$ cat config.mk
export PLATFORM = sky130hd
export DESIGN_NAME = pipe_chain
export DESIGN_NICKNAME = d
export VERILOG_FILES = /design/src/rtl/cim_pkg.sv /design/src/rtl/pipe_slot.sv /design/src/rtl/pipe_chain.sv
export SDC_FILE = /design/constraint.sdc
export NUM_CORES = 1
export LEC_CHECK = 0
export CORE_ASPECT_RATIO = 0.9
export CORE_MARGIN = 2
export CORE_UTILIZATION = 50
export CTS_BUF_LIST = sky130_fd_sc_hd__clkbuf_4 sky130_fd_sc_hd__clkbuf_8
export CTS_CLUSTER_DIAMETER = 200
export DETAILED_ROUTE_END_ITERATION = 6
export GPL_TIMING_DRIVEN = 0
export PLACE_DENSITY = 0.73
export SLEW_MARGIN = 15
export SYNTH_ARGS = -nofsm -noshare
export SYNTH_HDL_FRONTEND = slang
export SYNTH_SLANG_ARGS = --single-unit
export TNS_END_PERCENT = 100
$ cat constraint.sdc
create_clock -name clk -period 2.1 [get_ports clk]
set_input_delay 0.525 -clock clk [delete_from_list [all_inputs] [get_ports clk]]
set_output_delay 0.525 -clock clk [all_outputs]
set_load 0.02 [all_outputs]
$ cat src/rtl/cim_pkg.sv
// Shared CiM datapath constants and helpers.
// Used by the read-out pipeline and the occupancy counters.
package cim_pkg;

  localparam int DEF_WIDTH = 8;
  localparam int DEF_DEPTH = 4;

  localparam int POP_MAX = 64;
  localparam int POP_W   = $clog2(POP_MAX + 1);

  function automatic logic [POP_W-1:0] popcount(
    input logic [POP_MAX-1:0] bits
  );
    logic [POP_W-1:0] cnt;
    cnt = '0;
    for (int i = 0; i < POP_MAX; i++) begin
      cnt = cnt + POP_W'(bits[i]);
    end
    return cnt;
  endfunction

endpackage

$ cat src/rtl/pipe_slot.sv
// One elastic pipeline stage: valid bit plus data word.
// Flush clears valid only; data loads only with a valid source.
module pipe_slot #(
  parameter int WIDTH = 8
) (
  input  logic             clk,
  input  logic             rst_n_i,
  input  logic             flush_i,
  input  logic             en_i,
  input  logic             src_valid_i,
  input  logic [WIDTH-1:0] src_data_i,
  output logic             valid_o,
  output logic [WIDTH-1:0] data_o
);

  always_ff @(posedge clk or negedge rst_n_i) begin
    if (!rst_n_i) begin
      valid_o <= 1'b0;
      data_o  <= '0;
    end else if (flush_i) begin
      valid_o <= 1'b0;
    end else if (en_i) begin
      valid_o <= src_valid_i;
      if (src_valid_i) begin
        data_o <= src_data_i;
      end
    end
  end

endmodule

$ cat src/rtl/pipe_chain.sv
// Elastic DEPTH-stage register chain with valid/ready handshake,
// bubble collapsing and synchronous flush.
module pipe_chain
  import cim_pkg::*;
#(
  parameter  int WIDTH = DEF_WIDTH,
  parameter  int DEPTH = DEF_DEPTH,
  localparam int CNT_W = $clog2(DEPTH + 1)
) (
  input  logic             clk,
  input  logic             rst_n_i,
  input  logic             flush_i,
  input  logic             in_valid_i,
  output logic             in_ready_o,
  input  logic [WIDTH-1:0] in_data_i,
  output logic             out_valid_o,
  input  logic             out_ready_i,
  output logic [WIDTH-1:0] out_data_o,
  output logic [CNT_W-1:0] count_o
);

  logic [DEPTH-1:0] v;
  logic [WIDTH-1:0] d [DEPTH];
  logic [DEPTH:0]   rdy;

  // A stage may load if it is empty or its successor moves on.
  always_comb begin
    rdy        = '0;
    rdy[DEPTH] = out_ready_i;
    for (int k = DEPTH - 1; k >= 0; k--) begin
      rdy[k] = ~v[k] | rdy[k+1];
    end
  end

  for (genvar k = 0; k < DEPTH; k++) begin : g_slot
    logic             sv;
    logic [WIDTH-1:0] sd;

    if (k == 0) begin : g_head
      assign sv = in_valid_i & ~flush_i;
      assign sd = in_data_i;
    end else begin : g_body
      assign sv = v[k-1];
      assign sd = d[k-1];
    end

    pipe_slot #(
      .WIDTH(WIDTH)
    ) u_slot (
      .clk        (clk),
      .rst_n_i    (rst_n_i),
      .flush_i    (flush_i),
      .en_i       (rdy[k]),
      .src_valid_i(sv),
      .src_data_i (sd),
      .valid_o    (v[k]),
      .data_o     (d[k])
    );
  end

  assign in_ready_o  = rdy[0] & ~flush_i;
  assign out_valid_o = v[DEPTH-1] & ~flush_i;
  assign out_data_o  = d[DEPTH-1];
  assign count_o     = CNT_W'(popcount(POP_MAX'(v)));

endmodule
Word level (Yosys, flattened, before mapping)
Index checks and enable logic that the tools add are counted.

Register bits after elaboration: 36. Bits in latches: 0. RAM bits: 0. Bits in read-only memories: 0. Output and inout port bits: 13. Logic and storage cells: 39. Memories kept: 0.

Add/sub/neg operators: 3. Multiply operators: 0. Divide/modulo/power cells: 0. Magnitude comparators: 0. Eq/ne operators: 0. Shift operators: 0. Muxes and demuxes: 8. Bitwise operators: 12. Reductions and logical operators: 8.

Operators by type and width (count): AND reduction 3 bit (4); two-way mux 1 bit (8); nonzero test 2 bit (4); NOT 1 bit (5); OR 1 bit (4); adder 2 x 1 -> 3 bit (1); adder 3 x 1 -> 3 bit (1); bitwise AND 1 bit (3); adder 1 x 1 -> 2 bit (1).

Longest topological paths before layout
Gate-level depths: netlist of the first run.

Word-level depth: 7. Depth in mapped cells: 5. Depth with buffers taken out: 5.

By module
Synthesis of the first run repeated with hierarchy kept, for this count alone.

Cell total of the unflattened synthesis: 96. Area, all modules: 1519.0 um^2.

By module, submodules not included: pipe_slot (times used 4, cells each 20, area each 349.1 um^2); pipe_chain (times used 1, cells each 16, area each 122.6 um^2).

Worst setup path after synthesis of the first run
Ideal clock, no wire load.

Path kind: reg-to-output. Start point: register g_slot[0].u_slot.valid_o. End point: output count_o[1]. Arrival: 1555 ps. Setup slack: 20 ps. Cell stages (with the launch flop): 6. Buffers on the path: 0. Path through: dfrtp_1 -> inv_1 -> fa_1 -> inv_1 -> ha_1 -> ha_1.

Word-level cells in the longest chain between the ends: 3.

RTL lines: start: declaration (RTL line pipe_slot.sv:12) `output logic valid_o,`; start signal: assignment (RTL line pipe_slot.sv:23) `valid_o <= src_valid_i;`; adder 1 x 1 -> 2 bit (RTL line cim_pkg.sv:17) `cnt = cnt + POP_W'(bits[i]);`; adder 2 x 1 -> 3 bit (RTL line cim_pkg.sv:17); adder 3 x 1 -> 3 bit (RTL line cim_pkg.sv:17); end: declaration (RTL line pipe_chain.sv:19) `output logic [CNT_W-1:0] count_o`.

No other way between the ends.

Final worst setup path of the first run
Ends and elaborated chain as after synthesis.

==> results of run 1 <==
metal layers:
metal  routed length, um  vias up
li1                    -      409
met1                1100      413
met2                1070       29
met3                 133        4
met4                  21        0
met5                   0        -
repair_timing:
item / in CTS / in global routing
buffers inserted: 2 / 3
pin swaps: 2 / 1
setup endpoints to repair: 4 / 5
cloned: 0 / 0
gates resized for setup: 30 / 2
synthesized netlist by cell type:
cell type | n | area share (%)
or3_1 | 1 | 0.42
nor2_1 | 7 | 1.8
a21oi_1 | 3 | 1.0
mux2_2 | 24 | 18
and4b_1 | 1 | 0.67
mux2_4 | 8 | 8.1
nor2b_1 | 1 | 0.42
or3b_1 | 1 | 0.59
buf_2 | 2 | 0.67
ha_1 | 2 | 1.7
nand2b_1 | 1 | 0.42
a21oi_2 | 1 | 0.59
buf_6 | 2 | 1.5
clkbuf_1 | 1 | 0.25
dfrtp_1 | 36 | 61
fa_1 | 1 | 1.3
inv_1 | 5 | 1.3
a211o_2 | 1 | 0.67
final cells by class:
cell class | instances | area (um2) | area share (%)
clock buffers | 5 | 37.5 | 1.97
flip-flops and latches | 36 | 901 | 47.2
multi-input cells | 52 | 563 | 29.5
plain buffers | 4 | 25.0 | 1.31
clock inverters | 3 | 42.5 | 2.23
well taps | 40 | 50.0 | 2.62
repair buffers | 28 | 272 | 14.2
inverters | 5 | 18.8 | 0.983
state kept, by name, summed over array words and instances (netlist names):
name	count
g_slot.u_slot.data_o	32
g_slot.u_slot.valid_o	4
cells by family (layout without fill, tap and decap cells):
| logic type | Yosys count | in the layout | share of synthesized area, % |
|---|---|---|---|
| fa+ha+maj | 3 | 3 | 3.02 |
| flops | 36 | 36 | 60.5 |
| simple gates | 12 | 12 | 4.29 |
| mux | 32 | 32 | 26.2 |
| compound gates | 5 | 5 | 2.27 |
| buf+inv | 10 | 45 | 3.70 |
power by group:
part	switching [mW]	internal [mW]	leakage [nW]	total [mW]
Clock	0.229	0.248	0.0412	0.477
Sequential	0.0969	0.881	0.445	0.978
Combinational	0.181	0.298	0.416	0.480
worst min path at each step:
| stage | start | cells past startpoint | end | slack [ns] |
|---|---|---|---|---|
| after global routing | rst_n_i | 1 | g_slot[1].u_slot.data_o[5] | 0.28 |
| after CTS | rst_n_i | 1 | g_slot[3].u_slot.data_o[4] | 0.25 |
| after detailed placement | g_slot[0].u_slot.data_o[7] | 1 | g_slot[1].u_slot.data_o[7] | 0.49 |
| after global placement | g_slot[2].u_slot.data_o[3] | 1 | g_slot[2].u_slot.data_o[3] | 0.49 |
| final | rst_n_i | 1 | g_slot[3].u_slot.data_o[0] | 0.24 |
| after floorplan | rst_n_i | 0 | g_slot[0].u_slot.data_o[0] | 0.23 |
==> run_results.csv, run 1 <==
group,metric,value,unit
routing,ant_nets,0,
sta,slew_headroom,49.8,%
routing,wire_per_inst,13.5,um
floorplanning,die_height,55.8,um
cells_and_area,nets,148,
clock_network,cts_hold_buffers,0,
synthesis,synth_seq_cells,36,
synthesis,avgSynthCellArea,15.2,um2
grt,grt_pass1_wl,4000,um
setup_path,reg2reg_slack,0.26,ns
floorplanning,die-area,3430,um2
clock_network,clkTransAtPathRegs,0.11,ns
floorplanning,rows,18,
sta,clock.fmax,415,MHz
routing,drc_errors,0,
cells_and_area,final_layout_size_suffix_gt1_share,45.1,%
synthesis,ys_seq_area_share,60.5,%
setup_path,slowest_stage,"fa_1",
routing,drt_iter0_drc,23,
sta,worstMarginPinSlew,0.752,ns
setup_path,rr_endpoint,"g_slot[0].u_slot.data_o[3]",
setup_path,crit_end,"count_o[1]",
synthesis,ys_types,18,
grt,top_usage_layer,"met1",
floorplanning,die_x,61.5,um
cells_and_area,instances_no_fill,173,
run_status,run_status,"finished with violations",
clock_network,cts_sinks,36,
sta,layout_setup_ws,-0.310,ns
cells_and_area,syn_to_final_growth,28.2,%
cells_and_area,stdcell_area,1910,um2
run,maxCapViolations,0,
clock_network,clkLatencyLatePin,0.34,ns
setup_path,reg2reg_from,"g_slot[1].u_slot.valid_o",
power_and_ir_drop,report.power.total,1.93,mW
placement,io_buffers,24,
cells_and_area,final_common_cell,"dfrtp_1",
power_and_ir_drop,ir_drop,554,uV
grt,gr-total-overflow,0,
routing,dr.pass1.iters,4,
grt,grt_pass1_vias,842,
cells_and_area,final_cell_mix,"36 x dfrtp_1, 24 x mux2_2, 17 x clkdlybuf4s50_1",
synthesis,synth_nets,114,
setup_path,path_cells,"inv_2, fa_1, inv_2, ha_4, ha_4, buf_6",
setup_path,crit_buf_inv,3,
placement,gp_congestion,0.823,
clock_network,htree_levels,2,
grt,use_met1,22.9,%
sta,whs,0.236,ns
clock_network,cts_tree,"done",
setup_path,critical-path-top-delay-family,"adder cells",
cells_and_area,fill_cells,227,
setup_path,path_depth,6,
floorplanning,pin_count,26,
setup_path,end_kind,"output port",
floorplanning,core_area,2790,um2
grt,antenna_found_initial,0,
setup_path,crit_fanout,2,
routing,routed_wl,2330,um
setup_path,cp.required,1.57,ns
setup_path,crit_path_start,"g_slot[0].u_slot.valid_o",
sta,fin_crit_sh,115,%
clock_network,numCtsBuffers,5,
floorplanning,start_util,53.3,%
routing,vias,855,
setup_path,crit_arrival,1.89,ns
placement,dpl.hpwl,1620,um
sta,setup_viol,3,
sta,rsz0062_at_grt,"true",
power_and_ir_drop,p_per_area,1010,nW/um2
sta,layout_min_cycle_time,2.41,ns
routing,via_per_inst,4.94,
cells_and_area,fin_util,68.4,%
grt,grt_usage,16.3,%
setup_path,cpPeakStageDelay,0.54,ns
clock_network,cts_buffer_depth,2,
placement,pre_cts_slack,-0.554,ns
min_path,hold_path_class,"in2async",
sta,fin_skew,0.00706,ns
setup_path,timing_worst_setup_path_type,"reg2out",
setup_path,r2r_cells,5,
synthesis,syn_area,1490,um2
synthesis,syn_inst,98,
grt,use_met3,8.60,%
power_and_ir_drop,leakage,0.901,nW
sta,fin_setup_tns,-0.693,ns
synthesis,ys_warn_count,0,
sta,maxSlewViolCount,0,
cells_and_area,antenna_cells,0,
clock_network,root_buffer,"clkbuf_4",
setup_path,cp-start-kind,"flip-flop",
placement,placed_cells,162,
run_status,violations,"negative setup slack",
sta,hold_viol,0,
grt,grt_util_met2,21.4,%
placement,placed_area,1770,um2
grt,grt_max_degree,37,
Power figures use the tool's default switching activity.
==> run 2: changes to the inputs <==
--- a/config.mk
+++ b/config.mk
@@ -6,10 +6,8 @@
 export NUM_CORES = 1
 export LEC_CHECK = 0
 export CORE_ASPECT_RATIO = 0.9
-export CORE_MARGIN = 2
 export CORE_UTILIZATION = 50
 export CTS_BUF_LIST = sky130_fd_sc_hd__clkbuf_4 sky130_fd_sc_hd__clkbuf_8
-export CTS_CLUSTER_DIAMETER = 200
 export DETAILED_ROUTE_END_ITERATION = 6
 export GPL_TIMING_DRIVEN = 0
 export PLACE_DENSITY = 0.73
==> run 2 against run 1 <==
  * The run still ends with negative setup slack left
  * Global-route usage is 1.3 points higher
  * Critical path depth stayed put
  * Combinational power hardly changed
  * Routed wire length is 0.82% higher
  * Non-clock buffer count is 1 higher
  * Design area is 0.85% higher
  * Sequential power hardly changed
  * Clock power hardly changed
  * Largest cell class unchanged
==> run_results.csv, run 2 (same netlist as run 1, synthesis figures left out) <==
group,metric,value,unit
clock_network,root_buffer,"clkbuf_4",
grt,grt_util_met2,27.9,%
cells_and_area,fin_util,69.0,%
clock_network,htree_levels,2,
setup_path,crit_fanout,3,
setup_path,timing_worst_setup_path_type,"reg2out",
cells_and_area,largest_register_ffs,32,
clock_network,numCtsBuffers,5,
sta,layout_setup_ws,-0.301,ns
sta,rsz0062_at_grt,"true",
routing,drc_errors,0,
cells_and_area,final_common_cell,"dfrtp_1",
routing,ant_nets,0,
cells_and_area,final_cell_mix,"36 x dfrtp_1, 24 x mux2_2, 18 x clkdlybuf4s50_1",
sta,maxSlewViolCount,0,
routing,wire_per_inst,13.5,um
cells_and_area,final_layout_size_suffix_gt1_share,46.3,%
floorplanning,start_util,53.3,%
setup_path,reg2reg_from,"g_slot[2].u_slot.valid_o",
grt,top_usage_layer,"met2",
setup_path,crit_end,"count_o[1]",
routing,dr.pass1.iters,5,
run_status,run_status,"finished with violations",
setup_path,cp.required,1.57,ns
power_and_ir_drop,p_per_area,1010,nW/um2
min_path,hold_path_class,"in2async",
grt,grt_pass1_vias,821,
floorplanning,rows,18,
setup_path,crit_path_start,"g_slot[1].u_slot.valid_o",
clock_network,clkLatencyLatePin,0.34,ns
cells_and_area,syn_to_final_growth,29.3,%
setup_path,crit_arrival,1.88,ns
grt,antenna_found_initial,0,
sta,clock.fmax,417,MHz
power_and_ir_drop,ir_drop,731,uV
floorplanning,pin_count,26,
grt,use_met1,20.0,%
routing,vias,831,
sta,setup_viol,3,
sta,worstMarginPinSlew,0.755,ns
sta,fin_crit_sh,114,%
floorplanning,die_height,53.8,um
placement,io_buffers,24,
setup_path,cp-start-kind,"flip-flop",
routing,via_per_inst,4.78,
sta,fin_skew,0.00805,ns
placement,dpl.hpwl,1670,um
setup_path,reg2reg_slack,0.30,ns
routing,routed_wl,2350,um
sta,layout_min_cycle_time,2.40,ns
power_and_ir_drop,leakage,0.898,nW
sta,slew_headroom,49.7,%
grt,grt_max_degree,37,
sta,hold_viol,0,
cells_and_area,top_register,"g_slot.u_slot.data_o",
sta,whs,0.237,ns
setup_path,r2r_cells,5,
clock_network,cts_tree,"done",
floorplanning,die-area,3200,um2
grt,use_met3,7.93,%
cells_and_area,fill_cells,212,
grt,grt_pass1_wl,3750,um
grt,gr-total-overflow,0,
floorplanning,die_x,59.5,um
clock_network,cts_hold_buffers,0,
routing,drt_iter0_drc,6,
placement,gp_congestion,0.846,
run_status,violations,"negative setup slack",
cells_and_area,reg_top3,"g_slot.u_slot.data_o (32), g_slot.u_slot.valid_o (4)",
run,maxCapViolations,0,
clock_network,cts_buffer_depth,2,
setup_path,rr_endpoint,"g_slot[1].u_slot.data_o[4]",
clock_network,cts_sinks,36,
clock_network,clkTransAtPathRegs,0.11,ns
cells_and_area,antenna_cells,0,
setup_path,end_kind,"output port",
cells_and_area,nets,149,
floorplanning,core_area,2790,um2
grt,grt_usage,17.5,%
## run 2: cell count changes in the layout (fill, tap and decap cells not counted), sizes merged
cell	before	now
buf	12	13
clkdlybuf4s50	17	18
dlymetal6s2s	2	1
## run 2: cell type report
cell class                 count  area (um2)  share of cell area (%)
sequential                    36         901                    46.8
multi-input combinational     52         571                    29.6
timing repair buffer          29         280                    14.6
tap                           40        50.0                    2.60
clock inverter                 3        42.5                    2.21
clock buffer                   5        37.5                    1.95
buffer                         4        25.0                    1.30
inverter                       5        18.8                   0.975
## run 2: report_power, final
part / total [mW] / switching [mW] / internal (mW) / leakage [nW]
clock network: 0.480 / 0.232 / 0.248 / 0.0412
registers: 0.981 / 0.0992 / 0.882 / 0.445
logic: 0.482 / 0.182 / 0.301 / 0.413
total: 1.94 / 0.513 / 1.43 / 0.898
## run 2: routing by layer
metal	vias to the layer above	share of wire, %
li1	403	-
met1	402	44
met2	22	50
met3	4	4.8
met4	0	1.4
met5	-	0
## run 2: worst min path at each step
stage,startpoint,end,slack [ns],depth (start not counted)
floorplan,rst_n_i,g_slot[0].u_slot.data_o[0],0.23,0
global placement,g_slot[2].u_slot.data_o[0],g_slot[2].u_slot.data_o[0],0.49,1
detailed placement,g_slot[2].u_slot.data_o[0],g_slot[3].u_slot.data_o[0],0.49,1
CTS,rst_n_i,g_slot[2].u_slot.data_o[1],0.25,1
global route,rst_n_i,g_slot[1].u_slot.data_o[1],0.27,1
finish,rst_n_i,g_slot[2].u_slot.data_o[5],0.24,1
## run 2: per-stage QoR
step	power [mW]	TNS [ns]	setup WS (ns)	instances	cell area (um2)
final	1.94	-0.665	-0.301	174	1930
after global routing	2.06	-0.897	-0.380	174	1930
after CTS	1.97	-0.731	-0.324	171	1900
after detailed placement	1.48	-3.56	-0.535	162	1770
after global placement	1.45	-9.48	-0.499	162	1780
after floorplan	1.26	0	0.0200	98	1490
## run 2: repair_timing
| action | 4_1_cts | 5_1_grt |
|---|---|---|
| endpoints found under the setup margin | 4 | 5 |
| cloned | 0 | 0 |
| setup buffers | 2 | 3 |
| pin swaps | 1 | 0 |
| resized for setup | 33 | 1 |
## run 2: worst max-delay path, stage by stage (launching register included)
cell and delay, ns:
dfrtp_1 0.40, inv_2 0.06, fa_1 0.51, inv_2 0.04, ha_4 0.15, ha_4 0.25, buf_6 0.10
